## src/rtl/pixel_mixer_fifo.sv

```systemverilog
// Background/window and sprite pixel FIFOs with DMG-style mixing; one pixel out per T-cycle, output registered.
// Optional `define PIXEL_MIXER_BG_MASTER_EN: bg_enable_in low blanks the background colour for output and priority.
module pixel_mixer_fifo #(
   parameter int COLOR_W = 2,
   parameter int DEPTH   = 16,
   parameter int TILE_W  = 8
) (
   input  logic                        clk_in,
   input  logic                        rst_n_in,
   input  logic                        tclk_in,
   input  logic                        rd_en_in,
   input  logic                        flush_in,
   input  logic [2:0]                  discard_in,
   input  logic [TILE_W*COLOR_W-1:0]   bg_row_in,
   input  logic                        bg_load_in,
   output logic                        bg_ready_out,
   input  logic [TILE_W*COLOR_W-1:0]   spr_row_in,
   input  logic                        spr_pal_in,
   input  logic                        spr_prio_in,
   input  logic                        spr_load_in,
   input  logic                        bg_enable_in,
   output logic [COLOR_W-1:0]          pixel_out,
   output logic                        pixel_src_out,
   output logic                        pixel_pal_out,
   output logic                        pixel_valid_out,
   output logic [$clog2(DEPTH):0]      bg_count_out
);
   localparam int PTR_W  = $clog2(DEPTH);
   localparam int SCNT_W = $clog2(TILE_W) + 1;
   localparam int SPR_W  = COLOR_W + 2;   // {colour, pal, prio}

   logic [COLOR_W-1:0] bg_mem_q  [DEPTH];
   logic [COLOR_W-1:0] bg_mem_d  [DEPTH];
   logic [SPR_W-1:0]   spr_mem_q [TILE_W];
   logic [SPR_W-1:0]   spr_mem_d [TILE_W];
   logic [PTR_W-1:0]   wr_ptr_q, wr_ptr_d, rd_ptr_q, rd_ptr_d;
   logic [PTR_W:0]     bg_count_q, bg_count_d;
   logic [SCNT_W-1:0]  spr_count_q, spr_count_d;
   logic [2:0]         disc_cnt_q, disc_cnt_d;
   logic [COLOR_W-1:0] pixel_q, pixel_d;
   logic               pixel_src_q, pixel_src_d;
   logic               pixel_pal_q, pixel_pal_d;
   logic               pixel_valid_q, pixel_valid_d;

   logic               bg_ready, pop, bg_push;
   logic [COLOR_W-1:0] bg_col, spr_col;
   logic               spr_pal, spr_prio, spr_wins;

   assign bg_ready = bg_count_q <= (PTR_W+1)'(DEPTH - TILE_W);
   assign pop      = tclk_in && rd_en_in && (bg_count_q != '0) && !spr_load_in && !flush_in;
   assign bg_push  = tclk_in && !flush_in && bg_load_in && bg_ready;

`ifdef PIXEL_MIXER_BG_MASTER_EN
   assign bg_col = bg_enable_in ? bg_mem_q[rd_ptr_q] : '0;
`else
   logic unused_bg_enable;
   assign unused_bg_enable = bg_enable_in;
   assign bg_col = bg_mem_q[rd_ptr_q];
`endif

   // An empty sprite FIFO behaves as a transparent overlay.
   assign {spr_col, spr_pal, spr_prio} = (spr_count_q != '0) ? spr_mem_q[0] : '0;
   assign spr_wins = (spr_col != '0) && !(spr_prio && (bg_col != '0));

   always_comb begin
      bg_mem_d      = bg_mem_q;
      spr_mem_d     = spr_mem_q;
      wr_ptr_d      = wr_ptr_q;
      rd_ptr_d      = rd_ptr_q;
      bg_count_d    = bg_count_q;
      spr_count_d   = spr_count_q;
      disc_cnt_d    = disc_cnt_q;
      pixel_d       = pixel_q;
      pixel_src_d   = pixel_src_q;
      pixel_pal_d   = pixel_pal_q;
      pixel_valid_d = 1'b0;

      if (tclk_in && flush_in) begin
         rd_ptr_d    = '0;
         wr_ptr_d    = '0;
         bg_count_d  = '0;
         spr_count_d = '0;
         disc_cnt_d  = discard_in;
         for (int i = 0; i < TILE_W; i++) spr_mem_d[i] = '0;
         // A row arriving with the flush lands in the freshly cleared FIFO.
         if (bg_load_in) begin
            for (int i = 0; i < TILE_W; i++)
               bg_mem_d[PTR_W'(i)] = bg_row_in[i*COLOR_W +: COLOR_W];
            wr_ptr_d   = PTR_W'(TILE_W);
            bg_count_d = (PTR_W+1)'(TILE_W);
         end
      end else if (tclk_in) begin
         if (pop) begin
            rd_ptr_d = rd_ptr_q + 1'b1;
            if (spr_count_q != '0) begin
               for (int i = 0; i < TILE_W-1; i++) spr_mem_d[i] = spr_mem_q[i+1];
               spr_mem_d[TILE_W-1] = '0;
               spr_count_d = spr_count_q - 1'b1;
            end
            if (disc_cnt_q != '0) begin
               disc_cnt_d = disc_cnt_q - 1'b1;
            end else begin
               pixel_valid_d = 1'b1;
               pixel_d       = spr_wins ? spr_col : bg_col;
               pixel_src_d   = spr_wins;
               pixel_pal_d   = spr_wins & spr_pal;
            end
         end
         if (bg_push) begin
            for (int i = 0; i < TILE_W; i++)
               bg_mem_d[wr_ptr_q + PTR_W'(i)] = bg_row_in[i*COLOR_W +: COLOR_W];
            wr_ptr_d = wr_ptr_q + PTR_W'(TILE_W);
         end
         bg_count_d = bg_count_q + (bg_push ? (PTR_W+1)'(TILE_W) : '0) - {{PTR_W{1'b0}}, pop};
         // Earlier OAM entries keep their non-transparent pixels.
         if (spr_load_in) begin
            for (int i = 0; i < TILE_W; i++) begin
               if ((SCNT_W'(i) >= spr_count_q) || (spr_mem_q[i][SPR_W-1 -: COLOR_W] == '0))
                  spr_mem_d[i] = {spr_row_in[i*COLOR_W +: COLOR_W], spr_pal_in, spr_prio_in};
            end
            spr_count_d = SCNT_W'(TILE_W);
         end
      end
   end

   always_ff @(posedge clk_in or negedge rst_n_in) begin
      if (!rst_n_in) begin
         for (int i = 0; i < DEPTH; i++)  bg_mem_q[i]  <= '0;
         for (int i = 0; i < TILE_W; i++) spr_mem_q[i] <= '0;
         wr_ptr_q      <= '0;
         rd_ptr_q      <= '0;
         bg_count_q    <= '0;
         spr_count_q   <= '0;
         disc_cnt_q    <= '0;
         pixel_q       <= '0;
         pixel_src_q   <= 1'b0;
         pixel_pal_q   <= 1'b0;
         pixel_valid_q <= 1'b0;
      end else begin
         bg_mem_q      <= bg_mem_d;
         spr_mem_q     <= spr_mem_d;
         wr_ptr_q      <= wr_ptr_d;
         rd_ptr_q      <= rd_ptr_d;
         bg_count_q    <= bg_count_d;
         spr_count_q   <= spr_count_d;
         disc_cnt_q    <= disc_cnt_d;
         pixel_q       <= pixel_d;
         pixel_src_q   <= pixel_src_d;
         pixel_pal_q   <= pixel_pal_d;
         pixel_valid_q <= pixel_valid_d;
      end
   end

   assign bg_ready_out    = bg_ready;
   assign bg_count_out    = bg_count_q;
   assign pixel_out       = pixel_q;
   assign pixel_src_out   = pixel_src_q;
   assign pixel_pal_out   = pixel_pal_q;
   assign pixel_valid_out = pixel_valid_q;

endmodule

```

## config.mk

```make
export PLATFORM = sky130hd
export DESIGN_NAME = pixel_mixer_fifo
export DESIGN_NICKNAME = d
export VERILOG_FILES = /design/src/rtl/pixel_mixer_fifo.sv
export SDC_FILE = /design/constraint.sdc
export NUM_CORES = 1
export LEC_CHECK = 0
export CAP_MARGIN = 20
export CELL_PAD_IN_SITES_DETAIL_PLACEMENT = 0
export CELL_PAD_IN_SITES_GLOBAL_PLACEMENT = 2
export CORE_AREA = 4 4 133 97
export CTS_BUF_LIST = sky130_fd_sc_hd__clkbuf_4
export CTS_CLUSTER_DIAMETER = 120
export DETAILED_ROUTE_END_ITERATION = 16
export DIE_AREA = 0 0 137 101
export GPL_ROUTABILITY_DRIVEN = 0
export PLACE_DENSITY_LB_ADDON = 0.1
export SYNTH_ARGS = -nofsm -noshare
export SYNTH_HDL_FRONTEND = slang
export SYNTH_SLANG_ARGS = --single-unit
export TNS_END_PERCENT = 20
```

## constraint.sdc

```tcl
create_clock -name clk_in -period 4.7 [get_ports clk_in]
set_clock_uncertainty 0.15 [all_clocks]
set_input_delay 1.41 -clock clk_in [delete_from_list [all_inputs] [get_ports clk_in]]
set_output_delay 1.41 -clock clk_in [all_outputs]
set_load 0.1 [all_outputs]
```

### Yosys cells after proc, flatten, opt, wreduce, memory -nomap -nowiden

Index checks and enable logic that the tools add are counted.
W data, S select, Z words.

* register bits after elaboration: 89
* bits of input ports: 45
* output and inout port bits: 11
* logic and storage cells: 210

* $add $sub $neg: 13
* $lt $le $gt $ge: 26
* equality and inequality tests: 1
* multiplexer cells: 70
* bitwise operators: 12
* reductions and logical operators: 55

Operator list (number)
* $bwmux W32: 8
* $mux W32: 7
* $mux W4: 23
* $demux W2 S4: 8
* $ge A5 B5 Y1 const B: 9
* $not A4 Y5: 9
* $lt A5 B1 Y1 const B: 8
* $mux W16: 2
* $mux W2: 11
* $logic_and A1 B1 Y1: 18
* $add A4 B3 Y4 const B: 4
* $ge A3 B4 Y1 const A: 4
* $logic_not A2 Y1: 8
* $mux W3: 4
* $reduce_and A3 Y1: 4
* $reduce_bool A2 Y1: 6
* $mux W5: 2
* $reduce_bool A3 Y1: 3
* $add A4 B1 Y4 const B: 2
* $add A4 B2 Y4 const B: 2
* $bmux W2 S4: 1
* $ge A1 B4 Y1 const A: 2
* $ge A2 B4 Y1 const A: 2
* $logic_or A1 B1 Y1: 8
* other kinds (15): 22

### Longest topological paths before layout

* depth after elaboration: 16
* gate-level depth with buffers: 11
* mapped depth without buffers: 11

### Worst setup path after synthesis

OpenSTA, ideal clock, no wires.

* kind: input to register
* from: input flush_in
* to: register bg_count_q[4] (netlist: bg_count_out[4])
* setup time: 0.129 ns
* arrival time: 3.152 ns
* data required time: 4.421 ns
* path slack: 1.269 ns
* stages on the path: 10
* path buffers: 1
* cells stage by stage: clkbuf_1 -> nor2_2 -> nand3_1 -> ha_1 -> inv_1 -> ha_1 -> a21oi_1 -> xnor2_1 -> mux2i_1 -> o2bb2ai_1

* word-level cells in the longest chain between the ends: 9
* elaborated cells between the ends (all ways): 12
* those cells by class: add/sub (2); mux (3); reduce/logical (7)

Ends and longest elaborated chain
* start, declared: line 12 `input logic flush_in,`
* $logic_not A1 Y1: line 50, 51
* $logic_and A1 B1 Y1 (3 in a row): line 51 `assign bg_push = tclk_in && !flush_in && bg_load_in && bg_ready;`
* $mux W4: line 114 `bg_count_d = bg_count_q + (bg_push ? (PTR_W+1)'(TILE_W) : '0) - {{PTR_W{1'b0}}, pop};`
* $add A5 B4 Y5: line 114
* $sub A5 B1 Y5: line 114
* $mux W5: line 92 `end else if (tclk_in) begin`
* $mux W5: line 78 `if (tclk_in && flush_in) begin`
* end signal, assigned: line 144 `bg_count_q <= bg_count_d;`
* end, declared: line 37 `logic [PTR_W:0] bg_count_q, bg_count_d;`

Parallel ways exist; a longest one is shown, timed or not. The select of a mux whose other input is x is not followed.
A chain may end at the register's enable or synchronous reset.

### Worst setup path after layout

* from: register bg_count_q[2] (netlist: bg_count_out[2])
* to: output bg_count_out[2]

RTL lines
* end, declared: line 26 `output logic [$clog2(DEPTH):0] bg_count_out`

No word-level cell between the ends.

==> impl_metrics.env <==
export IMPL_path_cells="clkdlybuf4s50_1"
export IMPL_total_leakage_power_nw=2.259
export IMPL_viasPerCell=5.541
export IMPL_synth_ff_type="dfrtp_1"
export IMPL_dieWidth_um=137
export IMPL_crit_path_end_kind="output port"
export IMPL_drtIter0Drc=192
export IMPL_drive_above_1_share=0.08034
export IMPL_syn_to_final_growth_pct=19.13
export IMPL_nets=527
export IMPL_path_clk_slew_ns=0.14
export IMPL_pre_cts_ws_ns=0.8091
export IMPL_power_density_nw_per_um2=424.1
export IMPL_comb_power_share=0.307
export IMPL_arrival_ns=2.12
export IMPL_max_freq_ghz=0.2715
export IMPL_rr_startpoint="bg_count_out[2]$_DFFE_PN0N_"
export IMPL_cp_endpoint="bg_count_out[2]"
export IMPL_ios=56
export IMPL_placeableCoreArea_um2=11560
export IMPL_hp_class="register to register"
export IMPL_yosysTopAreaCellShare=0.4701
export IMPL_critPathBufInv=1
export IMPL_slew_headroom=0.3339
export IMPL_vias=3491
export IMPL_synth_area_leaders="dfrtp_1, mux2_1, mux4_1, a21oi_1, o2bb2ai_1"
export IMPL_required_ns=3.14
export IMPL_yosysSeqAreaShare=0.4701
export IMPL_cpPeakStageDelay_ns=1.18
export IMPL_io_buffers=54
export IMPL_start_util=0.3960
export IMPL_ant_nets=0
export IMPL_worstHoldStart="pixel_src_out$_DFFE_PN0P_"
export IMPL_netlist_top_cell_by_area="dfrtp_1"
export IMPL_crit_type="register to output port"
export IMPL_p_sw_frac=0.3467
export IMPL_grt_pass1_vias=3608
export IMPL_antenna_found_initial=0
export IMPL_pwr_share_seq=0.453
export IMPL_drv_slew=0
export IMPL_worst_r2r_setup_slack_ns=1.99
export IMPL_grt_pass1_wl_mm=19.02
export IMPL_max_slew_worst_pin_slew_ns=0.9961
export IMPL_cts_path_max_buffers=2
export IMPL_cts_tree="done"
export IMPL_gr_total_overflow=0
export IMPL_switchingPower_mw=0.8020
export IMPL_hold_viol=0
export IMPL_cp_top_family="buffers and inverters"
export IMPL_rsz0062_at_grt="no"
export IMPL_cts_hold_buffers=0
export IMPL_peakVddDrop_uv=244.8
export IMPL_period_minus_slack_ns=3.683
export IMPL_netlist_area_um2=4578
export IMPL_row_count=33
export IMPL_die_area_um2=13840
export IMPL_synth_nets=479
export IMPL_grt_usage=0.1757
export IMPL_cts_buffers_inserted=9
export IMPL_synthDistinctLibCells=59
export IMPL_path_depth=1
export IMPL_hpwl_mm=8.047
export IMPL_yosysWarnings=0
export IMPL_syn_inst=420
export IMPL_reg2regPathDepth=10
export IMPL_firstDrtPassIters=4
export IMPL_cap_violations=0
export IMPL_cts_root_buffer="clkbuf_4"
export IMPL_avgSynthCellArea_um2=10.90
export IMPL_clock_power_share=0.240
export IMPL_wl_per_cell_um=18.34
export IMPL_finalWirelength_mm=11.55
export IMPL_finalCritPeriodShare=0.7835
export IMPL_die_h_um=101
export IMPL_cts_resized=0
export IMPL_n_antenna_cell=0
export IMPL_cp_startpoint="bg_count_out[2]$_DFFE_PN0N_"
export IMPL_synth_async_sr_flop_share=1.000
export IMPL_postCtsSetupBuffers=0
export IMPL_yosys_register_bits=86
export IMPL_grt_max_degree=70
export IMPL_setup_viol=0
export IMPL_internal_power_mw=1.511
export IMPL_drc=0
export IMPL_finalSetupTns_ns=0
export IMPL_insertion_delay_ns=0.45
export IMPL_setup_ws_ns=1.017
export IMPL_cts_htree_levels=3
export IMPL_critPathSlowestCell="clkdlybuf4s50_1"
export IMPL_reg2reg_to="bg_count_out[4]$_DFFE_PN0N_"
export IMPL_cp_start_kind="register"
export IMPL_synth_edff_count=0
export IMPL_status="complete, no violations"
export IMPL_critPathMaxFanout=5
export IMPL_cts_sinks=86
area by class of cell:
class,count,area [um2]
clock buffer,11,82.58
clock inverter,5,107.6
fill,1100,6107
inverter,20,75.07
multi-input combinational,289,2245
sequential,86,2152
tap,157,196.4
timing repair buffer,62,595.6
layer usage:
metal  share of wire  global-route usage  up-vias
met1            0.53              0.2711     1727
li1                -                   -     1673
met2            0.42              0.2497       81
met4          0.0086             0.03911        0
met5               0                   0        -
met3           0.046             0.04042       10
how the worst min path moves through the flow:
stage | to | cells past startpoint
global placement | bg_mem_q[3]$_DFFE_PN0P_ | 1
CTS | pixel_src_out$_DFFE_PN0P_ | 2
global route | spr_mem_q[20]$_DFFE_PN0N_ | 1
detailed placement | pixel_src_out$_DFFE_PN0P_ | 2
finish | pixel_src_out$_DFFE_PN0P_ | 2
floorplan | spr_mem_q[4]$_DFFE_PN0N_ | 1
sequential cells by signal, indices dropped and copies added, names as in the netlist:
name	count
bg_count_out	5
bg_mem_q	32
disc_cnt_q	3
pixel_out	2
pixel_pal_out	1
pixel_src_out	1
pixel_valid_out	1
rd_ptr_q	4
spr_count_q	4
spr_mem_q	32
wr_ptr_q	1
layout by cell type, fill, tap and decap left out, types with 3 or more instances in the layout:
cell type and instances:
clkdlybuf4s50_1 52, clkbuf_4 11, o22ai_1 3, inv_1 18
mux2i_1 5, ha_1 13, o221ai_1 8, nand2_1 27
nand3_1 5, mux2_1 33, dfrtp_1 86, o2bb2ai_1 19
a21o_1 5, o211ai_1 4, o21ai_0 20, mux4_1 7
buf_4 10, bufinv_16 3, o21ai_1 18, nor2_1 21
o31ai_1 11, a2bb2oi_1 4, a22oi_1 6, xor2_1 3
nor3_1 4, a21oi_1 34
cell families after synthesis:
family | count (synthesis) | synth area share
AOI/OAI and AO/OA | 149 | 0.2222
adders and majority gates | 14 | 0.03990
xor gates and xnor gates | 5 | 0.009567
and+or+nand+nor | 73 | 0.07489
buffers and inverters | 45 | 0.04126
DFF | 86 | 0.4701
muxes | 48 | 0.1421
worst register-to-register path, cell delays in order, from the launching register on:
cell and delay (ns):
dfrtp_1 0.48, nor3_2 0.39, o21ba_2 0.23, nand3_1 0.13
ha_1 0.30, inv_1 0.04, ha_1 0.29, a21oi_1 0.16
xnor2_1 0.16, mux2i_1 0.21, o2bb2ai_1 0.08
through the flow:
| step | power (mW) | util | instance area, um2 | hold slack [ns] | std cells |
|---|---|---|---|---|---|
| CTS | 2.340 | 0.4718 | 5454 | 0.3565 | 630 |
| global placement | 1.758 | 0.4553 | 5264 | 0.3160 | 614 |
| global route | 2.446 | 0.4718 | 5454 | 0.3726 | 630 |
| detailed placement | 1.780 | 0.4553 | 5264 | 0.3253 | 614 |
| finish | 2.313 | 0.4718 | 5454 | 0.3521 | 630 |
| floorplan | 1.551 | - | 4578 | 0.2997 | 420 |
power by group through the flow:
stage,logic (mW),clock network [mW],registers [mW]
finish,0.710,0.555,1.05
global route,0.780,0.595,1.07
CTS,0.720,0.570,1.05
detailed placement,0.717,0,1.06
global placement,0.702,0,1.06
floorplan,0.447,0,1.10
synthesized netlist by cell type (all sizes together), types with 6 or more instances:
master / n
mux2: 35
o221ai: 8
nand2: 27
mux4: 8
a21oi: 35
nor2: 22
o21ai: 38
ha: 13
inv: 19
nand3: 6
o31ai: 11
dfrtp: 86
o2bb2ai: 19
clkbuf: 17
a22oi: 6
buf: 7
Power figures use the tool's default switching activity.
